**config.mk**
```make
export PLATFORM = sky130hd
export DESIGN_NAME = and2_rr_arbiter
export DESIGN_NICKNAME = d
export VERILOG_FILES = /design/src/rtl/and2_rr_arbiter.sv
export SDC_FILE = /design/constraint.sdc
export NUM_CORES = 1
export LEC_CHECK = 0
export BUFFER_PORTS_ARGS = -buffer_cell sky130_fd_sc_hd__buf_4
export CORE_MARGIN = 4
export CORE_UTILIZATION = 47
export DETAILED_ROUTE_END_ITERATION = 16
export PLACE_DENSITY = 0.82
export SYNTH_ARGS = -nofsm -noshare
export SYNTH_HDL_FRONTEND = slang
export SYNTH_SLANG_ARGS = --single-unit
```
**constraint.sdc**
```tcl
create_clock -name CLK -period 6.2 [get_ports CLK]
set_input_delay 0.93 -clock CLK [delete_from_list [all_inputs] [get_ports CLK]]
set_output_delay 0.93 -clock CLK [all_outputs]
set_load 0.01 [all_outputs]
```
**src/rtl/and2_rr_arbiter.sv**
```systemverilog
// Round-robin arbiter sharing one bitwise AND datapath between N requesters,
// with a registered single-entry result slot. Define AND2_RR_ARBITER_COUNT_EN to add OP_COUNT.
module and2_rr_arbiter #(
    parameter int WIDTH = 2,
    parameter int N     = 4,
    localparam int IDW  = (N > 1) ? $clog2(N) : 1
) (
    input  logic                 CLK,
    input  logic                 ASYNCRESET,
    input  logic [N-1:0]         REQ_VALID,
    output logic [N-1:0]         REQ_READY,
    input  logic [N*WIDTH-1:0]   I0,
    input  logic [N*WIDTH-1:0]   I1,
    output logic [WIDTH-1:0]     O,
    output logic                 O_VALID,
    input  logic                 O_READY,
    output logic [IDW-1:0]       O_ID
`ifdef AND2_RR_ARBITER_COUNT_EN
    ,
    output logic [15:0]          OP_COUNT
`else
`endif
);

    typedef enum logic {
        S_EMPTY = 1'b0,
        S_FULL  = 1'b1
    } slot_state_t;

    localparam logic [IDW:0]   NUM  = (IDW + 1)'(N);
    localparam logic [IDW-1:0] LAST = IDW'(N - 1);

    slot_state_t      state;
    slot_state_t      next_state;
    logic [IDW-1:0]   ptr;
    logic [IDW-1:0]   grant;
    logic [IDW-1:0]   first;
    logic [IDW:0]     grant_sum;
    logic [2*N-1:0]   doubled;
    logic [N-1:0]     rot_low;
    logic             any_valid;
    logic             can_accept;
    logic             accept;
    logic [WIDTH-1:0] op_a;
    logic [WIDTH-1:0] op_b;

    assign O_VALID    = (state == S_FULL);
    assign any_valid  = |REQ_VALID;
    assign can_accept = !O_VALID || O_READY;
    assign accept     = any_valid && can_accept && !ASYNCRESET;

    // Rotate requests so the pointer position sits at bit 0, then take the lowest set bit.
    assign doubled = {REQ_VALID, REQ_VALID};
    assign rot_low = N'(doubled >> ptr);

    always_comb begin
        first = '0;
        for (int i = N - 1; i >= 0; i--) begin
            if (rot_low[i]) begin
                first = IDW'(i);
            end
        end
    end

    assign grant_sum = {1'b0, ptr} + {1'b0, first};

    always_comb begin
        if (grant_sum >= NUM) begin
            grant = IDW'(grant_sum - NUM);
        end else begin
            grant = grant_sum[IDW-1:0];
        end
    end

    always_comb begin
        REQ_READY = '0;
        if (accept) begin
            REQ_READY[grant] = 1'b1;
        end
    end

    always_comb begin
        op_a = '0;
        op_b = '0;
        for (int i = 0; i < N; i++) begin
            if (IDW'(i) == grant) begin
                op_a = I0[i*WIDTH +: WIDTH];
                op_b = I1[i*WIDTH +: WIDTH];
            end
        end
    end

    // A new accept keeps the slot full even while the old result drains.
    always_comb begin
        next_state = state;
        case (state)
            S_EMPTY: begin
                if (accept) begin
                    next_state = S_FULL;
                end
            end
            S_FULL: begin
                if (accept) begin
                    next_state = S_FULL;
                end else if (O_READY) begin
                    next_state = S_EMPTY;
                end
            end
            default: next_state = S_EMPTY;
        endcase
    end

    always_ff @(posedge CLK or posedge ASYNCRESET) begin
        if (ASYNCRESET) begin
            state <= S_EMPTY;
        end else begin
            state <= next_state;
        end
    end

    always_ff @(posedge CLK or posedge ASYNCRESET) begin
        if (ASYNCRESET) begin
            O    <= '0;
            O_ID <= '0;
            ptr  <= '0;
        end else if (accept) begin
            O    <= op_a & op_b;
            O_ID <= grant;
            ptr  <= (grant == LAST) ? '0 : grant + 1'b1;
        end
    end

`ifdef AND2_RR_ARBITER_COUNT_EN
    always_ff @(posedge CLK or posedge ASYNCRESET) begin
        if (ASYNCRESET) begin
            OP_COUNT <= '0;
        end else if (O_VALID && O_READY && (OP_COUNT != 16'hFFFF)) begin
            OP_COUNT <= OP_COUNT + 16'd1;
        end
    end
`else
`endif

endmodule
```
==> reports/summary.txt <==
Final #Nets: 138
Die width: 45.2 um
Minimum clock period: 3900 ps
Synth Cell Area: 651 um2
I/O pin cnt: 32
TritonCTS clock tree: yes
Max Clk Rate: 256 MHz
Ys Warns: 0
Sink Count: 7
Worst Reg-to-Reg Cells: 13
Commonest non-fill, non-tap cell in the layout: buf_4
Post-synthesis sequential area ratio: 26.9%
Setup_tns: 0 ps
WL final: 1.66 mm
Outcome: completed
Grt ovf: 0
Antenna violations before repair: 0
Cts bufs inserted: 3
Post-cts sizing count: 0
Post-Syn Nets: 105
Clock slew at reported path FFs: 50 ps
DIE AREA: 2040 um2
Pleak: 0.445 nW
Worst-path cell chain: buf_4 > nor2_1 > o21ai_0 > o221ai_1 > ha_1 > xnor2_1 > a31oi_1 > or2_1 > ha_1 > and2_1 > buf_4
Antenna viol nets, final: 0
Internal: 0.000217 W
Largest net degree at the start of global routing: 14
Crit-path max FO: 7
Hold buffer count at CTS: 0
#FFs+latches synth: 7
Number of global-route vias before repair: 691
Vert. Die Dim: 45.2 um
Most frequent cells in the layout: buf_4, dfrtp_1, nor2_1
Max IR drop VDD: 296 uV
Initial core utilization: 50.0%
Syn Area/Cell: 8.45 um2
Routability cong.: 0.774
RSZ-0062 raised after global routing: false
Critical Path Max Stage Delay: 270 ps
Port buffer count: 31
Placed Instance Area: 887 um2
Vias per cell: 5.44
Reg power frac: 23.6%
Max-cap viol count: 0
Setup violators final: 0
Final HPWL DP: 1.37 mm
Hold depth: 1
Slew @ Worst Pin: 788 ps
GRT Total Usage: 18.8%
First-pass GRT wire length: 2.90 mm
Worst Path Required: 5270 ps
Count of cell types in the netlist: 31
Worst Setup Start Kind: input pin
Gate Count Post-Synth: 77
Critical Path AT: 2970 ps
Post-CTS Setup Bufs: 0
Worst Setup Path Type: input pin to output port
H-tree depth: 1
Top sig layer: met3
Routed length per instance: 13.4 um
Final cycle utilization of the critical path: 62.9%
Clock Skew: 1.83 ps
Core box area: 1300 um2
Relative slew slack: 47.5%
PwrDens: 413 nW/um2
Crit. End Element: output port
Switching pwr: 0.000160 W
Area Overhead vs Synth: 40.4%
Met3 WL: 75 um
WL met1: 695 um
Worst skew pair latency: 240 ps
Comb pwr share: 65.9%
Hold Crit Class: register to register
Root Buffer: clkbuf_4
Post-route cell area: 913 um2
Iter 0 DRT Violations: 6
Met2 WL: 887 um
Rows: 13
Sw Share: 42.5%
Count of pins over their slew limit: 0
Vias post-DR: 674
Final Hold Violating Endpoints: 0
DRC: 0
Antenna Cells: 0
Drt pass-1 iters: 4
Proportion of layout cells with a drive suffix above 1: 38.5%
Clk pwr share: 10.6%
CP max-delay cell: or2_1
CTS max path bufs: 2
-- cell type report --
type	instances	area [um2]
clock buffers	4	26.3
fillers	98	388
inverters	3	11.3
multi-input cells	64	449
flip-flops and latches	7	175
well taps	15	18.8
repair buffers	31	233
-- path summary, 6_finish.rpt --
kind	from	end	slack [ps]
min	O_ID[0]$_DFFE_PP0P_	O_ID[0]$_DFFE_PP0P_	510
max in group asynchronous	ASYNCRESET	O[0]$_DFFE_PP0P_	5370
max	REQ_VALID[0]	REQ_READY[1]	2300
min reg2reg	O_ID[0]$_DFFE_PP0P_	O_ID[0]$_DFFE_PP0P_	510
max reg2reg	ptr[0]$_DFFE_PP0P_	O[1]$_DFFE_PP0P_	3320
min in group asynchronous	ASYNCRESET	ptr[0]$_DFFE_PP0P_	630
-- worst max-delay path, delay by kind of cell --
| kind | cells | cell delay, ps |
|---|---|---|
| adder cells (fa/ha/maj) | 2 | 430 |
| AO/OA/AOI/OAI | 3 | 540 |
| buffers and inverters | 2 | 280 |
| AND/OR/NAND/NOR | 3 | 670 |
| XOR/XNOR | 1 | 140 |
-- cells in the mapped netlist --
master	count	area, um2
or2_1	1	6.26
xnor2_1	1	8.76
nand3_1	4	20.0
buf_2	2	10.0
nand2b_1	5	31.3
o21ai_0	4	20.0
a31oi_1	3	18.8
and2_1	4	25.0
nand2_1	5	18.8
a221oi_2	1	15.0
o21bai_1	2	15.0
dfrtp_1	7	175
clkbuf_2	1	5.00
and3_1	2	12.5
a21oi_1	4	20.0
nor3b_1	1	7.51
o22ai_1	1	6.26
or4_4	1	11.3
ha_1	5	62.6
o221ai_1	2	17.5
o31ai_2	1	12.5
nor3_1	1	5.00
mux2_2	1	11.3
o31ai_1	1	7.51
mux2i_1	1	10.0
nor2_1	6	22.5
and3b_1	1	8.76
nand4b_1	2	17.5
inv_1	3	11.3
and2b_2	3	26.3
and4_4	1	11.3
-- registers in the layout, indices dropped and copies added (netlist names) --
register	flops
O_VALID	1
O_ID	2
ptr	2
O	2
-- metal layers --
layer  track usage [%]  vias to the layer above
met2              32.2                       14
li1                  -                      341
met3              3.19                        0
met1              24.5                      319
met5                 0                        -
met4              4.09                        0
-- stage by stage --
step / cells / hold WS [ps] / power [W] / utilization (%) / setup WS (ps)
after floorplan: 77 / 533 / 0.000257 / - / 2810
after global placement: 120 / 494 / 0.000330 / 68.2 / 2480
after detailed placement: 120 / 499 / 0.000339 / 68.2 / 2320
after CTS: 124 / 510 / 0.000379 / 70.2 / 2320
after global routing: 124 / 555 / 0.000420 / 70.2 / 2090
final: 124 / 511 / 0.000377 / 70.2 / 2300
-- kinds of logic (layout without fill, tap and decap cells) --
family | Yosys count | after routing | share of synthesized area [%]
compound gates | 19 | 19 | 20.4
xor+xnor | 1 | 1 | 1.35
flops | 7 | 7 | 26.9
mux | 2 | 2 | 3.27
buf+inv | 6 | 38 | 4.04
fa+ha+maj | 5 | 5 | 9.62
simple gates | 37 | 37 | 34.4
-- power groups by stage --
stage                     clock (W)  combinational (W)  sequential, W
after floorplan                   0           0.000176      0.0000814
after global placement            0           0.000242      0.0000873
after detailed placement          0           0.000249      0.0000896
after CTS                 0.0000399           0.000250      0.0000889
after global routing      0.0000440           0.000283      0.0000936
final                     0.0000398           0.000249      0.0000889
(Power assumes the default switching activity.)
